==> src/rtl/fetch_unit.sv <==
// Instruction-fetch stage and IF/ID pipeline register: owns the PC, keeps one memory request in flight, applies decode redirects.
// Optional build macro FETCH_STALL_CNT_EN adds the stall_cntF fetch-stall cycle counter.
module fetch_unit #(
   parameter logic [31:0] RESET_PC  = 32'hBFC0_0000,
   parameter logic [31:0] NOP_INSTR = 32'h0000_0000
) (
   input  logic        clk,
   input  logic        rst,
   input  logic        stallD,
   input  logic        flushD,
   input  logic        pcsrcD,
   input  logic [31:0] pcbranchD,
   input  logic        jumpD,
   input  logic [31:0] pcjumpD,
   output logic        inst_req,
   output logic [31:0] inst_addr,
   input  logic [31:0] inst_rdata,
   input  logic        inst_data_ok,
   output logic [31:0] instrD,
   output logic [31:0] pcD,
   output logic [31:0] pcplus4D,
   output logic        validD,
   output logic        fetch_stall
`ifdef FETCH_STALL_CNT_EN
   ,
   output logic [31:0] stall_cntF
`endif
);

   // state  | meaning
   // S_REQ  | issue request for pcF this cycle
   // S_WAIT | request outstanding, waiting for inst_data_ok
   // S_HOLD | fetched word in fbuf, waiting to enter IF/ID
   typedef enum logic [1:0] {
      S_REQ  = 2'd0,
      S_WAIT = 2'd1,
      S_HOLD = 2'd2
   } state_t;

   state_t      state;
   state_t      state_nxt;
   logic [31:0] pcF;
   logic [31:0] req_pc;
   logic [31:0] fbuf;
   logic [31:0] fbuf_pc;
   logic        discard;

   logic        redirect;
   logic [31:0] target;
   logic        take_fbuf;
   logic        drop_resp;
   logic        ifid_load;
   logic        pc_adv;

   assign redirect = (jumpD | pcsrcD) & ~stallD;
   assign target   = jumpD ? pcjumpD : pcbranchD;

   always_ff @(posedge clk or posedge rst) begin
      if (rst) begin
         state <= S_REQ;
      end else begin
         state <= state_nxt;
      end
   end

   always_comb begin
      state_nxt = state;
      case (state)
         S_REQ:   state_nxt = S_WAIT;
         S_WAIT: begin
            if (inst_data_ok) begin
               state_nxt = (discard | redirect) ? S_REQ : S_HOLD;
            end
         end
         S_HOLD: begin
            if (!stallD) begin
               state_nxt = S_REQ;
            end
         end
         default: state_nxt = S_REQ;
      endcase
   end

   always_comb begin
      inst_req  = 1'b0;
      take_fbuf = 1'b0;
      drop_resp = 1'b0;
      ifid_load = 1'b0;
      pc_adv    = 1'b0;
      case (state)
         S_REQ: inst_req = ~rst;
         S_WAIT: begin
            take_fbuf = inst_data_ok & ~discard & ~redirect;
            drop_resp = inst_data_ok & (discard | redirect);
         end
         S_HOLD: begin
            ifid_load = ~stallD & ~redirect & ~flushD;
            pc_adv    = ~stallD & ~redirect;
         end
         default: begin
            inst_req = 1'b0;
         end
      endcase
   end

   assign inst_addr   = pcF;
   assign fetch_stall = (state != S_HOLD) & ~rst;

   // A redirect in S_HOLD has nothing outstanding, so only REQ/WAIT arm discard.
   always_ff @(posedge clk or posedge rst) begin
      if (rst) begin
         pcF     <= RESET_PC;
         req_pc  <= 32'h0;
         fbuf    <= 32'h0;
         fbuf_pc <= 32'h0;
         discard <= 1'b0;
      end else begin
         if (redirect) begin
            pcF <= target;
         end else if (pc_adv) begin
            pcF <= pcF + 32'd4;
         end
         if (state == S_REQ) begin
            req_pc <= pcF;
         end
         if (drop_resp) begin
            discard <= 1'b0;
         end else if (redirect && (state != S_HOLD)) begin
            discard <= 1'b1;
         end
         if (take_fbuf) begin
            fbuf    <= inst_rdata;
            fbuf_pc <= req_pc;
         end
      end
   end

   always_ff @(posedge clk or posedge rst) begin
      if (rst) begin
         instrD   <= NOP_INSTR;
         pcD      <= 32'h0;
         pcplus4D <= 32'h0;
         validD   <= 1'b0;
      end else if (!stallD) begin
         if (ifid_load) begin
            instrD   <= fbuf;
            pcD      <= fbuf_pc;
            pcplus4D <= fbuf_pc + 32'd4;
            validD   <= 1'b1;
         end else begin
            instrD <= NOP_INSTR;
            validD <= 1'b0;
         end
      end
   end

`ifdef FETCH_STALL_CNT_EN
   always_ff @(posedge clk or posedge rst) begin
      if (rst) begin
         stall_cntF <= 32'h0;
      end else if (fetch_stall) begin
         stall_cntF <= stall_cntF + 32'd1;
      end
   end
`endif

endmodule

==> config.mk <==
export PLATFORM = sky130hd
export DESIGN_NAME = fetch_unit
export DESIGN_NICKNAME = d
export VERILOG_FILES = /design/src/rtl/fetch_unit.sv
export SDC_FILE = /design/constraint.sdc
export NUM_CORES = 1
export LEC_CHECK = 0
export ABC_AREA = 1
export BUFFER_PORTS_ARGS = -buffer_cell sky130_fd_sc_hd__buf_2
export CAP_MARGIN = 20
export CORE_MARGIN = 2
export CORE_UTILIZATION = 25
export CTS_BUF_LIST = sky130_fd_sc_hd__clkbuf_8
export DETAILED_ROUTE_END_ITERATION = 16
export PLACE_DENSITY = 0.47
export SLEW_MARGIN = 10
export SYNTH_ARGS = -nofsm -noshare
export SYNTH_HDL_FRONTEND = slang
export SYNTH_SLANG_ARGS = --single-unit
export TNS_END_PERCENT = 1
==> constraint.sdc <==
create_clock -name clk -period 8.9 [get_ports clk]
set_clock_uncertainty 0.2 [all_clocks]
set_input_delay 1.335 -clock clk [delete_from_list [all_inputs] [get_ports clk]]
set_output_delay 1.335 -clock clk [all_outputs]
set_load 0.05 [all_outputs]
==> Word-level counts from Yosys, hierarchy flattened <==
Index checks and enable logic that the tools add are counted.
{ "totals": {"ff_bits": 228, "rom_bits": 0, "memories": 0, "latchBits": 0, "ram_bits": 0, "in_bits": 103, "out_inout_bits": 131} }
{ "classes": {"mul": 0, "eq_ne": 5, "shift": 0, "add_sub_neg": 2, "muxes": 16, "reduce_logical": 6, "n_lt_le_gt_ge": 0, "bitwise": 14, "div_mod_pow": 0} }
{ "op_table": {"columns": ["cell", "n"], "rows": [
  ["two-way mux 32 bit", 4],
  ["adder 32 x 3 -> 32 bit (second input constant)", 2],
  ["two-way mux 1 bit", 8],
  ["bitwise AND 1 bit", 7],
  ["two-way mux 2 bit", 3],
  ["!= test 2 bit (second input constant)", 3],
  ["case mux 2 bit (3 select lines)", 1],
  ["inverter 1 bit", 5],
  ["AND reduction 2 bit", 2],
  ["nonzero test 2 bit", 2],
  ["equality test 2 x 1 -> 1 bit (second input constant)", 1],
  ["equality test 2 bit (second input constant)", 1],
  ["zero test 2 bit", 1],
  ["bitwise OR 1 bit", 2],
  ["logical AND 1 bit", 1]
]} }

==> Logic depth before layout (Yosys ltp) <==
Gate-level depths: netlist of the first run.
{ "depth": {"depth_word": 7, "mapped_depth": 12} }

==> Least setup slack after synthesis of the first run <==
Ideal clock, no wire load.
{ "synth_timing": {"path_type": "input-to-output", "start": "in rst", "end": "out inst_req", "n_path_buf": 0, "t_arrival_ns": 2.380, "stages": 1, "slack_ns": 4.985, "path_cell_list": "nor3_1"} }
{ "synth_via": {"elab_chain_cells": 2} }
{ "synth_rtl": {"columns": ["element", "line_no", "rtl"], "rows": [
  ["from (decl)", "8", "input logic rst,"],
  ["inverter 1 bit", "91", "S_REQ: inst_req = ~rst;"],
  ["two-way mux 1 bit", "90", "case (state)"],
  ["to (decl)", "15", "output logic inst_req,"]
]} }
No other way between the ends.

==> Worst setup path after layout of the first run <==
{ "layout_timing": {"start": "in stallD", "end": "reg fbuf_pc[7]"} }
{ "layout_via": {"elab_chain_cells": 5} }
{ "layout_rtl": {"columns": ["element", "line_no", "rtl"], "rows": [
  ["from (decl)", "9", "input logic stallD,"],
  ["inverter 1 bit (no source line)", null, null],
  ["bitwise AND 1 bit", "55", "assign redirect = (jumpD | pcsrcD) & ~stallD;"],
  ["inverter 1 bit", "93", "take_fbuf = inst_data_ok & ~discard & ~redirect;"],
  ["bitwise AND 1 bit", "93", null],
  ["two-way mux 1 bit", "90", null],
  ["to (signal assigned)", "133", "fbuf_pc <= req_pc;"],
  ["to (decl)", "45", "logic [31:0] fbuf_pc;"]
]} }
No other way between the ends.
A chain may end at the register's enable or synchronous reset.

==> summary.md, run 1 <==
| Metric | Value |
|---|---|
| Row cnt | `74` |
| Post-route cell area | `12900 sq um` |
| Core area | `40800 sq um` |
| Worst Tran Pin Value | `0.976 ns` |
| Util after Layout | `31.6%` |
| Cell family with most CP delay | `simple AND/OR/NAND/NOR gates` |
| First-pass GRT wire length | `50400 microns` |
| Mapped Area | `10400 sq um` |
| CP cell instances | `buf_2 > inv_2 > nand2_4 > inv_4 > nor2_8 > nand2_4 > o21ai_0` |
| CTS clock-pin slew for the worst setup and hold paths | `0.06 ns` |
| Sequential-to-total area share from yosys stat | `54.7%` |
| Later-pin clock latency in the skew report | `0.57 ns` |
| Vias in the first global route | `8730` |
| Die ar. | `43100 sq um` |
| Final ANT Viol Nets | `0` |
| Asr flop ratio synth | `100%` |
| Pre-Repair DR Iteration Count | `5` |
| Cts repair resizes | `0` |
| Final setup fails | `0` |
| IO buf count | `233` |
| Cell taking the most area after synthesis | `dfrtp_1` |
| Gr usage total | `14.6%` |
| CTS Buf Count | `43` |
| CTS root buf | `clkbuf_8` |
| Die W | `208 microns` |
| Area Overhead vs Synth | `24.5%` |
| Total negative slack | `0 ns` |
| Overflow after GRT | `0` |
| Post-Syn Area per Cell | `8.16 sq um` |
| CP max stage delay | `0.65 ns` |
| Fin crit share | `45.9%` |
| Critical Path RT | `9.16 ns` |
| Post-CTS Setup Repair Bufs | `0` |
| Top_reg_cell synth | `dfrtp_1` |
| Worst EP arrival | `4.34 ns` |
| WL/cell | `15.5 microns` |
| Nets | `1598` |
| Synth top area share | `52.4%` |
| Achievable Freq | `245 MHz` |
| Top cells by area in the synthesized netlist | `dfrtp_1 (52%), nand2_1 (17%), nor2_1 (4.5%)` |
| Mapped Nets | `1374` |
| Worst hold path class | `register to register` |
| Initial antenna violation count | `0` |
| Final Wtd Congestion | `0.788` |
| Power Total | `0.00348 W` |
| Dpl hpwl | `22000 microns` |
| Diode count | `0` |
| Die height | `208 microns` |
| CTS tree | `built` |
| Clock Tree Buf Depth | `3` |
| RSZ-0062 raised after global routing | `false` |
| WL final | `31800 microns` |
| Maximum vdd drop | `0.0864 mV` |
| Synth Instances | `1269` |
| Setup CP Type | `primary input to register` |
| Power per cell area | `270 nW/um^2` |
| Crit end category | `register` |
| Vias | `8978` |
| Netlist cell types | `37` |
| Status | `completed` |
| Routed vias/inst | `4.36` |
| CTS Hold Bufs | `0` |
| Area post-placement | `12000 sq um` |
| Largest net degree at the start of global routing | `116` |
| Residual DRC | `0` |
| Share of cells above drive strength 1 | `21.6%` |
| Initial Utilization | `25.4%` |
| EDFF count, synth | `0` |
| YS warnings | `0` |
| Crit path top cell by count | `nand2_4` |
| Post-synth top cells | `nand2_1 (457), dfrtp_1 (217), nor2_1 (125)` |
| CP max-delay cell | `nand2_4` |
| Synthesized flop and latch total | `226` |
| Worst Path Buf+Inv | `3` |
| CP Max Fanout | `97` |
| LEAKAGE | `6.86 nW` |
| Slew Viols, Final | `0` |
| Setup crit start kind | `primary input` |
| Final min period | `4.09 ns` |
| Final Hold Fails | `0` |
| Io pins | `234` |
| Relative slew slack | `34.9%` |
| H-tree depth | `2` |
| Max capacitance violation total | `0` |
| DRT iter0 DRCs | `719` |
| Most frequent cell after synthesis | `nand2_1` |
| CTS sink count | `226` |
==> report_power, final <==
part           internal (W)  switching, W  total, W
clock              0.000624      0.000459   0.00108
combinational      0.000236      0.000616  0.000852
sequential          0.00130      0.000242   0.00155
total               0.00216       0.00132   0.00348
==> worst min-delay path: cells and delay by family, from the launching register on <==
| kind | cells | cell delay [ns] |
|---|---|---|
| flops | 1 | 0.34 |
| simple gates | 2 | 0.09 |
==> flip-flops by register name (all words and copies together), names as in the netlist <==
name       flops
inst_addr     32
state          2
discard        1
pcD           32
req_pc        32
fbuf          32
fbuf_pc       32
instrD        32
validD         1
pcplus4D      30
==> metrics by stage <==
stage               instances  hold WS (ns)  worst slack [ns]
finish                   2057         0.268              4.81
global route             2057         0.289              4.50
CTS                      2056         0.273              4.80
detailed placement       1979         0.259              4.18
global placement         1979         0.254              4.24
floorplan                1269         0.242              1.19
==> cells in the final DEF (no fill, tap or decap), types with 2 or more instances in the layout <==
cell type,instances
nand4_1,7
nor2_1,123
xnor2_1,6
nand3b_1,2
clkinvlp_4,3
nor3b_1,2
inv_4,2
o211ai_1,6
bufinv_16,3
nand2_2,2
a31oi_1,3
inv_1,100
xor2_1,12
nand3_1,91
nand2_4,2
a21oi_1,16
or2_2,2
clkbuf_8,53
nor2_2,2
dfstp_2,9
o21ai_1,17
ha_1,2
dfrtp_1,217
o21ai_0,75
o31ai_1,15
buf_4,6
inv_2,3
o21bai_1,2
o21a_1,2
nor3_1,7
a22o_1,32
buf_2,233
nand2_1,457
clkinv_2,4
==> logic make-up (layout without fill, tap and decap cells) <==
kind of cell    Yosys count  in the layout  share of synthesized area, %
compound gates          169            169                          9.99
xor+xnor                 18             18                          1.52
fa+ha+maj                 2              2                         0.242
buf+inv                 153            409                          6.16
flops                   226            226                          54.7
simple gates            701            701                          27.4
==> worst paths after layout <==
path	to	cells after the start	from	slack [ns]
worst max-delay path	fbuf_pc[7]$_DFFE_PP0P_	7	stallD	4.81
worst min-delay path	fbuf[7]$_DFFE_PP0P_	2	fbuf[7]$_DFFE_PP0P_	0.27
worst max register to register	pcplus4D[21]$_DFFE_PP0P_	12	state[0]$_DFFE_PP0P_	5.81
worst min register to register	fbuf[7]$_DFFE_PP0P_	2	fbuf[7]$_DFFE_PP0P_	0.27
max in group asynchronous	pcD[14]$_DFFE_PP0P_	3	rst	6.39
min in group asynchronous	fbuf[9]$_DFFE_PP0P_	2	rst	0.79
==> cell type report <==
cell class / instances / area (sq um)
Clock buffer: 53 / 729
Clock inverter: 24 / 185
Fill cell: 4418 / 27900
Inverter: 92 / 358
Multi-Input combinational cell: 890 / 4070
Sequential cell: 226 / 5670
Tap cell: 532 / 666
Timing Repair Buffer: 240 / 1230
==> layer usage <==
| metal | vias up | global-route usage, % | routed length, microns |
|---|---|---|---|
| li1 | 4526 | - | - |
| met1 | 4181 | 20.9 | 15300 |
| met2 | 228 | 22.7 | 14300 |
| met3 | 43 | 2.90 | 1580 |
| met4 | 0 | 3.79 | 565 |
| met5 | - | 0 | 0 |
Power figures use the tool's default switching activity.
==> run 2: changes to the inputs <==
--- a/config.mk
+++ b/config.mk
@@ -12,7 +12,7 @@
 export CORE_UTILIZATION = 25
 export CTS_BUF_LIST = sky130_fd_sc_hd__clkbuf_8
 export DETAILED_ROUTE_END_ITERATION = 16
-export PLACE_DENSITY = 0.47
+export PLACE_DENSITY = 0.49
 export SLEW_MARGIN = 10
 export SYNTH_ARGS = -nofsm -noshare
 export SYNTH_HDL_FRONTEND = slang
==> constraint.sdc (replaced) <==
create_clock -name clk -period 3.5 [get_ports clk]
set_clock_uncertainty 0.2 [all_clocks]
set_input_delay 0.525 -clock clk [delete_from_list [all_inputs] [get_ports clk]]
set_output_delay 0.525 -clock clk [all_outputs]
set_load 0.05 [all_outputs]
==> run 2 against run 1 <==
  * Non-clock buffer count is 43 higher
  * Worst setup slack got worse by 3.9 ns
  * Global-route usage fell by 0.055 points
  * Via count up 1.6%
  * Combinational power rose to 2.6 times the previous value
  * Cell count up 1.8%
  * Sequential share of layout area fell by 1.5 points
  * First-iteration DRC count is 23% lower
  * Die area did not move
  * Highest routed layer unchanged
==> summary.md, run 2 (synthesized netlist as in run 1, its figures left out) <==
| Metric | Value |
|---|---|
| Pre-Repair DR Iteration Count | `5 (unchanged)` |
| Clock power frac | `31.1% (about the same)` |
| Fin crit share | `73.5%` |
| CP max-delay cell | `inv_4` |
| LEAKAGE | `7.03 nW (+2.5%)` |
| IO buf count | `233 (unchanged)` |
| Residual DRC | `0 (unchanged)` |
| Total negative slack | `0 ns (unchanged)` |
| CTS clock-pin slew for the worst setup and hold paths | `0.06 ns (about the same)` |
| Max capacitance violation total | `0 (unchanged)` |
| Final ANT Viol Nets | `0 (unchanged)` |
| Hold path start | `pcbranchD[1]` |
| Relative slew slack | `38.6% (+3.6 points)` |
| WL final | `32000 microns (+0.54%)` |
| Initial antenna violation count | `0 (unchanged)` |
| Crit end category | `register` |
| Pre-CTS WS | `0.774 ns (-3.40 ns)` |
| Setup CP Type | `register to register` |
| Vias in the first global route | `8789 (+0.68%)` |
| Logic pwr share | `24.7% (+0.2 points)` |
| CTS Buf Count | `42 (-2.3%)` |
| Sequential Power Share | `44.2% (-0.2 points)` |
| Most common cell after layout, fill and taps aside | `nand2_1` |
| Most frequent cells in the layout | `nand2_1 (457), buf_2 (233), dfrtp_1 (217)` |
| Finished Layout Cells | `2094 (+1.8%)` |
| Io pins | `234 (unchanged)` |
| Core area | `40800 sq um (unchanged)` |
| Nets | `1640 (+2.6%)` |
| Worst Tran Pin Value | `0.921 ns (-0.0557 ns)` |
| CP max stage delay | `0.51 ns (-0.14 ns)` |
| CTS sink count | `226 (unchanged)` |
| Status | `completed` |
| Final min period | `2.57 ns` |
| H-tree depth | `2 (unchanged)` |
| Die W | `208 microns (unchanged)` |
| Power per cell area | `671 nW/um^2 (+150%)` |
| Initial Utilization | `25.4% (unchanged)` |
| Worst Setup Slack, final | `0.926 ns (-3.89 ns)` |
| Slew Viols, Final | `0 (unchanged)` |
| Filler instances | `4327 (-2.1%)` |
| CTS tree | `built` |
| Vias | `9119 (+1.6%)` |
| Setup crit start kind | `register` |
| Maximum vdd drop | `0.215 mV (+150%)` |
| Worst EP arrival | `2.86 ns (-1.48 ns)` |
| Inst Count DP | `1991 (+0.61%)` |
| Worst hold path class | `primary input to register` |
| Critical Path RT | `3.78 ns (-5.38 ns)` |
| CTS root buf | `clkbuf_8` |
| Final Hold Fails | `0 (unchanged)` |
| Final setup fails | `0 (unchanged)` |
| First-pass GRT wire length | `50400 microns (about the same)` |
| Clock Tree Buf Depth | `3 (unchanged)` |
| RSZ-0062 raised after global routing | `false` |
| Die height | `208 microns (unchanged)` |
| Routed vias/inst | `4.35 (-0.22%)` |
| CP Max Fanout | `51 (-47%)` |
| Dpl hpwl | `22700 microns (+3.3%)` |
| Diode count | `0 (unchanged)` |
| Later-pin clock latency in the skew report | `0.55 ns (-0.02 ns)` |
| WL/cell | `15.3 microns (-1.2%)` |
| Largest net degree at the start of global routing | `52 (-55%)` |
| Post-CTS Setup Repair Bufs | `0 (unchanged)` |
| Final Wtd Congestion | `0.899 (+14%)` |
| Area Overhead vs Synth | `28.7%` |
| Row cnt | `74 (unchanged)` |
| Achievable Freq | `388 MHz` |
| Internal | `0.00562 W (+160%)` |
| DRT iter0 DRCs | `554 (-23%)` |
| Crit path from | `state[1]$_DFFE_PP0P_` |
| Overflow after GRT | `0 (unchanged)` |
| CP cell instances | `nand2_1 > inv_2 > nand2_2 > inv_2 > nand2_2 > inv_4 > buf_12 > a22o_1` |
| Sw power | `0.00333 W (+150%)` |
| Beginning of the worst register-to-register path | `state[1]$_DFFE_PP0P_` |
| Die ar. | `43100 sq um (unchanged)` |
| Share of cells above drive strength 1 | `21.9% (+0.32 points)` |
| Switching Fraction | `37.2% (-0.63 points)` |
| Gr usage total | `14.6% (-0.055 points)` |
## run 2: layout make-up
class                      instances  area (sq um)  area share [%]
tap                              532           666            4.99
multi-input combinational        890          4070            30.5
sequential                       226          5670            42.5
inverter                          92           354            2.65
clock buffer                      57           785            5.88
timing repair buffer             283          1660            12.4
clock inverter                    14           143            1.07
## run 2: what timing repair did
action | in CTS | in global routing
hold buffers | 32 | 0
hold endpoints to repair | 61 | 0
gates resized for setup | 0 | 0
## run 2: power by group through the flow
| stage | sequential [W] | clock (W) | combinational [W] |
|---|---|---|---|
| after global routing | 0.00406 | 0.00302 | 0.00248 |
| after CTS | 0.00396 | 0.00289 | 0.00225 |
| final | 0.00396 | 0.00278 | 0.00221 |
| after detailed placement | 0.00400 | 0 | 0.00221 |
| after global placement | 0.00399 | 0 | 0.00217 |
| after floorplan | 0.00432 | 0 | 0.00109 |
## run 2: critical path, delay by kind of cell (launching register included)
kind,cells,cell delay [ns]
buffers and inverters,4,1.08
AND/OR/NAND/NOR,3,0.56
flip-flops,1,0.46
AO/OA/AOI/OAI,1,0.17
## run 2: through the flow
| stage | instance area, sq um | hold WS (ns) | util, % | power, W |
|---|---|---|---|---|
| 6_report | 13300 | 0.0439 | 32.7 | 0.00895 |
| 2_1_floorplan | 10400 | 0.242 | - | 0.00541 |
| 3_5_place_dp | 12100 | 0.259 | 29.6 | 0.00621 |
| 3_3_place_gp | 12100 | 0.255 | 29.6 | 0.00616 |
| 4_1_cts | 13300 | 0.000658 | 32.7 | 0.00910 |
| 5_1_grt | 13300 | 0.00921 | 32.7 | 0.00956 |
## run 2: path summary, 6_finish.rpt
path	slack, ns	endpoint	depth (start not counted)
max	0.93	instrD[24]$_DFFE_PP0N_	8
min	0.04	inst_addr[1]$_DFFE_PP0P_	3
max reg2reg	0.93	instrD[24]$_DFFE_PP0N_	8
min reg2reg	0.27	fbuf[31]$_DFFE_PP0P_	2
max in group asynchronous	1.62	instrD[10]$_DFFE_PP0N_	4
min in group asynchronous	0.55	instrD[12]$_DFFE_PP0N_	3
## run 2: layer usage
metal,share of wire (%),vias up,global-route usage [%]
li1,-,4612,-
met1,49,4220,21.0
met2,44,242,22.1
met3,4.8,45,2.66
met4,2.1,0,4.68
met5,0,-,0
